### src/rtl/im2col_tensor_addr_gen_pkg.sv
// Shared types for the im2col address generator: per-level last flags and the advance step they select.
// Latency: none (types and a pure function only).
// Backpressure: not applicable.
package im2col_tensor_addr_gen_pkg;

    // One flag per nesting level; a flag is high when that counter sits at its maximum.
    typedef struct packed {
        logic c;
        logic kx;
        logic ky;
        logic ox;
        logic oy;
    } last_t;

    // Which level advances on a handshake. STEP_END means the whole walk is finished.
    typedef enum logic [2:0] {
        STEP_C   = 3'd0,
        STEP_KX  = 3'd1,
        STEP_KY  = 3'd2,
        STEP_OX  = 3'd3,
        STEP_OY  = 3'd4,
        STEP_END = 3'd5
    } step_t;

    // The innermost counter that is not at its maximum is the one that increments.
    function automatic step_t step_of(input last_t l);
        step_t s;
        if (!l.c)       s = STEP_C;
        else if (!l.kx) s = STEP_KX;
        else if (!l.ky) s = STEP_KY;
        else if (!l.ox) s = STEP_OX;
        else if (!l.oy) s = STEP_OY;
        else            s = STEP_END;
        return s;
    endfunction

endpackage

### src/rtl/im2col_win_cnt.sv
// Five-level nested im2col counter (c, kx, ky, ox, oy) with per-level last flags.
// Latency: counters update on the clock edge of each advance; flags are combinational.
// Backpressure: counters freeze whenever advance is low.
module im2col_win_cnt
    import im2col_tensor_addr_gen_pkg::*;
#(
    parameter int TENSOR_W = 8,
    parameter int KERNEL_W = 4,
    parameter int CHAN_W   = 8
) (
    input  logic                clk,
    input  logic                rstn,
    input  logic                clear,
    input  logic                advance,
    input  logic [KERNEL_W-1:0] k,
    input  logic [CHAN_W-1:0]   ch,
    input  logic [TENSOR_W-1:0] o,
    output logic [CHAN_W-1:0]   c_cnt,
    output last_t               last
);

    logic [KERNEL_W-1:0] kx_cnt;
    logic [KERNEL_W-1:0] ky_cnt;
    logic [TENSOR_W-1:0] ox_cnt;
    logic [TENSOR_W-1:0] oy_cnt;
    step_t               step;

    // Limits are only meaningful when k, ch and o are all non-zero; the top never advances otherwise.
    assign last.c  = (c_cnt  == ch - 1'b1);
    assign last.kx = (kx_cnt == k  - 1'b1);
    assign last.ky = (ky_cnt == k  - 1'b1);
    assign last.ox = (ox_cnt == o  - 1'b1);
    assign last.oy = (oy_cnt == o  - 1'b1);
    assign step    = step_of(last);

    // Increment the selected level and zero every level inside it; the final step wraps everything.
    always_ff @(posedge clk or negedge rstn) begin
        if (!rstn) begin
            c_cnt  <= '0;
            kx_cnt <= '0;
            ky_cnt <= '0;
            ox_cnt <= '0;
            oy_cnt <= '0;
        end else if (clear) begin
            c_cnt  <= '0;
            kx_cnt <= '0;
            ky_cnt <= '0;
            ox_cnt <= '0;
            oy_cnt <= '0;
        end else if (advance) begin
            case (step)
                STEP_C: begin
                    c_cnt <= c_cnt + 1'b1;
                end
                STEP_KX: begin
                    c_cnt  <= '0;
                    kx_cnt <= kx_cnt + 1'b1;
                end
                STEP_KY: begin
                    c_cnt  <= '0;
                    kx_cnt <= '0;
                    ky_cnt <= ky_cnt + 1'b1;
                end
                STEP_OX: begin
                    c_cnt  <= '0;
                    kx_cnt <= '0;
                    ky_cnt <= '0;
                    ox_cnt <= ox_cnt + 1'b1;
                end
                STEP_OY: begin
                    c_cnt  <= '0;
                    kx_cnt <= '0;
                    ky_cnt <= '0;
                    ox_cnt <= '0;
                    oy_cnt <= oy_cnt + 1'b1;
                end
                default: begin
                    c_cnt  <= '0;
                    kx_cnt <= '0;
                    ky_cnt <= '0;
                    ox_cnt <= '0;
                    oy_cnt <= '0;
                end
            endcase
        end
    end

endmodule

### src/rtl/im2col_tensor_addr_gen.sv
// Streams channel-last tensor read addresses in im2col order; optional o_row_last via IM2COL_ROW_LAST_EN.
// Latency: first o_valid two cycles after start (IDLE->SETUP->RUN); done one cycle after the last beat.
// Backpressure: valid/ready; without i_ready the address, valid and all counters hold.
`ifndef TENSOR_SIZE
`define TENSOR_SIZE 8
`endif
`ifndef KERNEL_SIZE
`define KERNEL_SIZE 4
`endif
`ifndef CHANNELS_SIZE
`define CHANNELS_SIZE 8
`endif
`ifndef STRIDE_SIZE
`define STRIDE_SIZE 4
`endif
`ifndef ADDR_SIZE
`define ADDR_SIZE 20
`endif

module im2col_tensor_addr_gen
    import im2col_tensor_addr_gen_pkg::*;
#(
    parameter int TENSOR_W = `TENSOR_SIZE,
    parameter int KERNEL_W = `KERNEL_SIZE,
    parameter int CHAN_W   = `CHANNELS_SIZE,
    parameter int STRIDE_W = `STRIDE_SIZE,
    parameter int ADDR_W   = `ADDR_SIZE
) (
    input  logic                clk,
    input  logic                rstn,
    input  logic                start,
    input  logic [TENSOR_W-1:0] tensor_size,
    input  logic [KERNEL_W-1:0] kernel_size,
    input  logic [CHAN_W-1:0]   channels,
    input  logic [STRIDE_W-1:0] stride,
    input  logic [TENSOR_W-1:0] out_size,
    output logic [ADDR_W-1:0]   o_addr,
    output logic                o_valid,
    input  logic                i_ready,
    output logic                busy,
    output logic                done
`ifdef IM2COL_ROW_LAST_EN
    ,
    output logic                o_row_last
`endif
);

    localparam logic [1:0] ST_IDLE  = 2'd0;
    localparam logic [1:0] ST_SETUP = 2'd1;
    localparam logic [1:0] ST_RUN   = 2'd2;
    localparam logic [1:0] ST_DONE  = 2'd3;

    typedef enum logic [1:0] {
        IDLE  = ST_IDLE,
        SETUP = ST_SETUP,
        RUN   = ST_RUN,
        DONE  = ST_DONE
    } state_t;

    state_t state, state_nxt;

    logic [TENSOR_W-1:0] t_q;
    logic [KERNEL_W-1:0] k_q;
    logic [CHAN_W-1:0]   c_q;
    logic [STRIDE_W-1:0] s_q;
    logic [TENSOR_W-1:0] o_q;

    logic [ADDR_W-1:0] tc_q, sc_q, stc_q;
    logic [ADDR_W-1:0] tc_calc, sc_calc, stc_calc;
    logic [ADDR_W-1:0] win_base, row_base, ky_base, kx_base;
    logic [ADDR_W-1:0] ky_nxt, win_nxt, row_nxt;
    logic [ADDR_W-1:0] c_ext;

    logic [CHAN_W-1:0] c_cnt;
    last_t             last;
    step_t             step;
    logic              handshake;
    logic              empty_walk;

    assign handshake  = o_valid && i_ready;
    assign empty_walk = (k_q == '0) || (c_q == '0) || (o_q == '0);
    assign step       = step_of(last);

    // Strides are formed once in SETUP so RUN only ever adds.
    assign tc_calc  = ADDR_W'(t_q) * ADDR_W'(c_q);
    assign sc_calc  = ADDR_W'(s_q) * ADDR_W'(c_q);
    assign stc_calc = ADDR_W'(s_q) * tc_calc;

    assign c_ext   = ADDR_W'(c_q);
    assign ky_nxt  = ky_base + tc_q;
    assign win_nxt = win_base + sc_q;
    assign row_nxt = row_base + stc_q;
    assign o_addr  = kx_base + ADDR_W'(c_cnt);

`ifdef IM2COL_ROW_LAST_EN
    assign o_row_last = o_valid && last.c && last.kx && last.ky;
`endif

    im2col_win_cnt #(
        .TENSOR_W (TENSOR_W),
        .KERNEL_W (KERNEL_W),
        .CHAN_W   (CHAN_W)
    ) u_win_cnt (
        .clk     (clk),
        .rstn    (rstn),
        .clear   (state == SETUP),
        .advance (handshake),
        .k       (k_q),
        .ch      (c_q),
        .o       (o_q),
        .c_cnt   (c_cnt),
        .last    (last)
    );

    // State register.
    always_ff @(posedge clk or negedge rstn) begin
        if (!rstn) state <= IDLE;
        else       state <= state_nxt;
    end

    // Next state and status outputs; start outside IDLE falls through untouched.
    always_comb begin
        state_nxt = state;
        o_valid   = 1'b0;
        busy      = 1'b1;
        done      = 1'b0;
        case (state)
            IDLE: begin
                busy = 1'b0;
                if (start) state_nxt = SETUP;
            end
            SETUP: begin
                state_nxt = empty_walk ? DONE : RUN;
            end
            RUN: begin
                o_valid = 1'b1;
                if (handshake && step == STEP_END) state_nxt = DONE;
            end
            DONE: begin
                done      = 1'b1;
                state_nxt = IDLE;
            end
            default: begin
                busy      = 1'b0;
                state_nxt = IDLE;
            end
        endcase
    end

    // Capture the job parameters only on an accepted start; later input changes are ignored.
    always_ff @(posedge clk or negedge rstn) begin
        if (!rstn) begin
            t_q <= '0;
            k_q <= '0;
            c_q <= '0;
            s_q <= '0;
            o_q <= '0;
        end else if (state == IDLE && start) begin
            t_q <= tensor_size;
            k_q <= kernel_size;
            c_q <= channels;
            s_q <= stride;
            o_q <= out_size;
        end
    end

    // Base-address accumulators: each level restarts every inner base from its own new value.
    always_ff @(posedge clk or negedge rstn) begin
        if (!rstn) begin
            tc_q     <= '0;
            sc_q     <= '0;
            stc_q    <= '0;
            win_base <= '0;
            row_base <= '0;
            ky_base  <= '0;
            kx_base  <= '0;
        end else if (state == SETUP) begin
            tc_q     <= tc_calc;
            sc_q     <= sc_calc;
            stc_q    <= stc_calc;
            win_base <= '0;
            row_base <= '0;
            ky_base  <= '0;
            kx_base  <= '0;
        end else if (handshake) begin
            case (step)
                STEP_C: begin
                end
                STEP_KX: begin
                    kx_base <= kx_base + c_ext;
                end
                STEP_KY: begin
                    ky_base <= ky_nxt;
                    kx_base <= ky_nxt;
                end
                STEP_OX: begin
                    win_base <= win_nxt;
                    ky_base  <= win_nxt;
                    kx_base  <= win_nxt;
                end
                STEP_OY: begin
                    row_base <= row_nxt;
                    win_base <= row_nxt;
                    ky_base  <= row_nxt;
                    kx_base  <= row_nxt;
                end
                default: begin
                    win_base <= '0;
                    row_base <= '0;
                    ky_base  <= '0;
                    kx_base  <= '0;
                end
            endcase
        end
    end

endmodule

### config.mk
export PLATFORM = sky130hd
export DESIGN_NAME = im2col_tensor_addr_gen
export DESIGN_NICKNAME = d
export VERILOG_FILES = /design/src/rtl/im2col_tensor_addr_gen_pkg.sv /design/src/rtl/im2col_win_cnt.sv /design/src/rtl/im2col_tensor_addr_gen.sv
export SDC_FILE = /design/constraint.sdc
export NUM_CORES = 1
export LEC_CHECK = 0
export BUFFER_PORTS_ARGS = -buffer_cell sky130_fd_sc_hd__buf_2
export CAP_MARGIN = 20
export CORE_MARGIN = 3
export CORE_UTILIZATION = 64
export CTS_BUF_LIST = sky130_fd_sc_hd__clkbuf_16
export CTS_CLUSTER_SIZE = 30
export DETAILED_ROUTE_END_ITERATION = 10
export GPL_TIMING_DRIVEN = 0
export PLACE_DENSITY = 0.82
export SYNTH_ARGS = -nofsm -noshare
export SYNTH_HDL_FRONTEND = slang
export SYNTH_SLANG_ARGS = --single-unit
### constraint.sdc
create_clock -name clk -period 20.4 [get_ports clk]
set_input_delay 1.02 -clock clk [delete_from_list [all_inputs] [get_ports clk]]
set_output_delay 1.02 -clock clk [all_outputs]
set_load 0.01 [all_outputs]
# After elaboration in Yosys (flattened, before gate mapping)
# Cells that the tools add are included.
[totals]
ff_bits = 194
latch_bits = 0
ramBits = 0
romBits = 0
in_bits = 36
output_inout_bits = 23
elab_cells = 111
memories = 0
[classes]
add_sub_neg = 13
mul = 3
div_mod_pow = 0
magnitude_cmp = 0
n_eq_ne = 19
shift = 0
muxes = 39
bitwise = 0
n_reduce_logical = 19
[ops]
columns = ["cell", "count"]
rows = [
  ["$mux W20", 8],
  ["$pmux W20 S5", 1],
  ["$pmux W20 S4", 1],
  ["$pmux W20 S3", 1],
  ["$mux W8", 7],
  ["$add A20 B8 Y20", 2],
  ["$pmux W20 S2", 1],
  ["$pmux W8 S2", 2],
  ["$add A8 B1 Y8 const B", 3],
  ["$eq A8 B8 Y1", 3],
  ["$add A20 B12 Y20", 1],
  ["$add A20 B16 Y20", 1],
  ["$add A20 B20 Y20", 1],
  ["$mul A4 B16 Y20", 1],
  ["$logic_not A8 Y1", 2],
  ["$mul A8 B8 Y16", 1],
  ["$mux W4", 4],
  ["$pmux W4 S2", 2],
  ["$sub A8 B1 Y8 const B", 2],
  ["$mul A4 B8 Y12", 1],
  ["$mux W3", 4],
  ["$reduce_and A2 Y1", 5],
  ["$add A4 B1 Y4 const B", 2],
  ["$eq A4 B4 Y1", 2],
  ["other kinds (20)", 35],
]

# Longest topological paths before layout
[depth]
depth_word = 12
depth_mapped = 31
ltp_nobuf = 29

# By module
# From an unflattened synthesis, not the netlist that was laid out.
[unflattened]
hier_cells = 1934
area_unflattened_um2 = 17571.9
[modules_own_cells]
columns = ["mod", "instances", "cells_per_inst", "area_each_um2", "seq_area_each_um2"]
rows = [
  ["im2col_tensor_addr_gen", 1, 1611, 14858.0, 4053.9],
  ["im2col_win_cnt", 1, 323, 2713.9, 800.8],
]

# Least setup slack after synthesis
# No wires, ideal clock.
[synth_timing]
path_kind = "reg-to-reg"
startpoint = "register c_q[2]"
endpoint = "register stc_q[17]"
setup_ps = 125
arrival_ps = 6886
required_ps = 20275
path_slack_ps = 13390
path_stages_with_launch = 31
n_path_buf = 2
synth_period_minus_slack_ps = 7010
path_cell_list = "dfrtp_1 -> clkbuf_1 -> clkbuf_1 -> nand2_1 -> fa_1 -> fa_1 -> inv_1 -> fa_1 -> inv_1 -> fa_1 -> inv_1 -> ha_1 -> nor2b_1 -> o21a_1 -> o22a_1 -> a21oi_1 -> xnor2_1 -> and2_1 -> fa_1 -> inv_1 -> fa_1 -> inv_1 -> ha_1 -> a21o_1 -> a31oi_1 -> a31oi_1 -> a41oi_1 -> a21boi_0 -> nor2_1 -> xnor2_1 -> mux2_2"
[synth_via]
elab_chain_cells = 2
[synth_rtl]
columns = ["element", "line", "source"]
rows = [
  ["from (decl)", "im2col_tensor_addr_gen.sv:64", "logic [CHAN_W-1:0] c_q;"],
  ["from (signal assigned)", "im2col_tensor_addr_gen.sv:161", "c_q <= channels;"],
  ["$mul A8 B8 Y16", "im2col_tensor_addr_gen.sv:85", "assign tc_calc = ADDR_W'(t_q) * ADDR_W'(c_q);"],
  ["$mul A4 B16 Y20", "im2col_tensor_addr_gen.sv:87", "assign stc_calc = ADDR_W'(s_q) * tc_calc;"],
  ["to (signal assigned)", "im2col_tensor_addr_gen.sv:180", "stc_q <= stc_calc;"],
  ["to (decl)", "im2col_tensor_addr_gen.sv:68", "logic [ADDR_W-1:0] tc_q, sc_q, stc_q;"],
]
# No other way between the ends.
# A chain may end at the register's enable or synchronous reset.

# Worst setup path in the final report
[layout_timing]
startpoint = "register c_q[2]"
endpoint = "register stc_q[18]"
# The elaborated chain is that of the path after synthesis.

==> results.md <==
* Status: complete, no violations
* MaxCap Viol Count at 0
* DIE AREA at 0.0291 mm^2
* Top-count cell post-synth: dfrtp_1
* Vias at 14446
* Final HPWL DP at 35.6 mm
* Synth Area per Inst at 9.27 um^2
* Slew HR at 27.0%
* Post-CTS sizing at 0
* Worst Tran Pin Value at 1.09 ns
* Seq cells post-synth at 194
* Drt wl/cell at 19.9 um
* CTS Buffer Depth at 2
* Synth warn at 0
* Cell taking the most area after synthesis: dfrtp_1
* Crit path buf inv count at 7
* Post-CTS Setup Repair Bufs at 0
* Routed WL at 45.8 mm
* Core Footprint at 0.0264 mm^2
* Worst Path Required at 20.73 ns
* Synth cell count leaders: 194 x dfrtp_1, 186 x nand2_1, 154 x ha_1
* Clock root buffer: clkbuf_16
* Worst EP arrival at 8.46 ns
* ANT cells at 0
* Asr flop ratio synth at 100%
* DRC viols at 0
* Initial Utilization at 65.9%
* Period utilization at 39.8%
* Max incr delay on CP at 0.54 ns
* H-tree depth at 4
* Post-synth EDFFs at 0
* First-pass GRT wire length at 74.7 mm
* Post-synthesis cell type count at 92
* Max Fclk at 123 MHz
* Dominant synthesized flop cell: dfrtp_1
* FP Rows at 59
* Vias per cell at 6.29
* P&R area growth vs syn at 7.63%
* Net count, final at 2223
* R2R depth at 29
* Crit start category: flip-flop
* Kind of cell adding the most delay to the critical path: adder cells
* Top area cells in the synthesized netlist: dfrtp_1 28%, ha_1 11%, fa_1 9.3%
* Clock Sinks at 194
* Critical Path End Type: flip-flop
* Fin crit period at 8.12 ns
* Cell count after synthesis at 1873
* CTS tree: yes
* Clk_skew at 0.0155 ns
* Worst Path Max Fanout at 10
* Clk_lat worst skew at 0.45 ns
* First element of the critical path: c_q[2]
* Violation count after the first detailed-routing iteration at 1512
* Post-synth top area share at 28.0%
* Met1 capacity usage during global routing at 44.6%
* Worst hold stages at 1
* Stages on the worst setup path at 29
* Hold Path Sink: ky_base[7]
* Capturing point of the worst reg2reg path: stc_q[18]
* GR Layer Usage met2 at 55.0%
* Tightest Hold Check Type: flip-flop to flip-flop
* Final Max Tran Viols at 0
* First-pass DRT Iterations at 7
* DRT antenna net count at 0
* Register area share after synthesis at 28.0%
* Top Usage Layer GRT: met2
* # IOs at 59
* RSZ-0062 raised after global routing: no
* Setup TNS at 0 ns
* Crit path kind: flip-flop to flip-flop
* Hold Buf Count CTS at 0
* Hold Vio Cnt, Final at 0
* Largest net degree at the start of global routing at 117
* Vias in the first global route at 14243
* DIE HEIGHT at 171 um
* Crit-path slowest cell: fa_1
* Die Wd at 171 um
* Gr usage total at 32.5%
* Most Frequent Cell on Critical Path: fa_1
* Total CTS buffers at 17
* Antenna violations before repair at 0
* Post-Syn Nets at 2144
* Grt total ovfl at 0
* Reg clk slew, reported paths at 0.07 ns
* Final setup viols at 0
* Layout cells sized above 1 at 11.3%
* HP Start: ky_base[7]
* Crit Reg-Reg Startpoint: c_q[2]
* Synthesized area at 0.0174 mm^2
* Placer Congestion at 0.959
* Met3 Track Usage GR at 4.69%
* Port bufs at 58
* Worst R2R Setup Slack at 12.28 ns
-- cell families after synthesis --
kind of cell / count (synthesis) / share of synthesized area, %
AOI/OAI and AO/OA: 411 / 15.7
xor gates and xnor gates: 140 / 7.87
adders and majority gates: 235 / 20.4
buffers and inverters: 218 / 5.13
DFF: 194 / 28.0
muxes: 73 / 4.72
and+or+nand+nor: 602 / 18.2
-- sequential cells by signal (all words and copies together), names as in the netlist, 8 cells and up --
register          count
c_q                   8
u_win_cnt.c_cnt       8
stc_q                20
u_win_cnt.oy_cnt      8
o_q                   8
kx_base              20
row_base             20
win_base             20
sc_q                 12
t_q                   8
u_win_cnt.ox_cnt      8
ky_base              20
tc_q                 16
-- placed cells by master, fill, tap and decap left out, types with 69 or more instances in the layout --
master and count:
dfrtp_1 194, nand2_1 186, ha_1 154, inv_1 152, and2_1 108, o21ai_0 105
nor2_1 89, a21oi_1 88, fa_1 81, xnor2_1 80, mux2_2 71, buf_2 69
-- per-stage QoR --
stage	cell area [um^2]	std cells	worst slack [ns]	hold slack [ns]	util [%]
finish	18700	2298	12.28	0.488	70.9
global route	18700	2298	11.72	0.504	70.9
CTS	18700	2298	12.37	0.490	70.9
detailed placement	18100	2268	12.43	0.474	68.8
global placement	18100	2266	12.59	0.463	68.6
floorplan	17400	1873	13.39	0.450	-
-- area by class of cell --
type	instances	area [um^2]
plain buffers	66	319
clock buffers	17	425
clock inverters	13	125
fillers	1969	7670
inverters	152	571
multi-input cells	1461	11600
flip-flops and latches	194	4850
well taps	335	419
repair buffers	60	355
-- layer usage --
layer / share of wire, % / vias to the layer above
met2: 49 / 563
met1: 42 / 7122
met3: 7.2 / 64
met5: 0 / -
li1: - / 6697
met4: 1.9 / 0
-- how the worst max path moves through the flow --
stage / to
floorplan: stc_q[17]
global placement: stc_q[17]
detailed placement: stc_q[18]
CTS: stc_q[18]
global route: stc_q[18]
finish: stc_q[18]
Power is left out: the tool's default activity adds up to more than one toggle a clock period on the data nets, which glitch-free logic cannot reach.
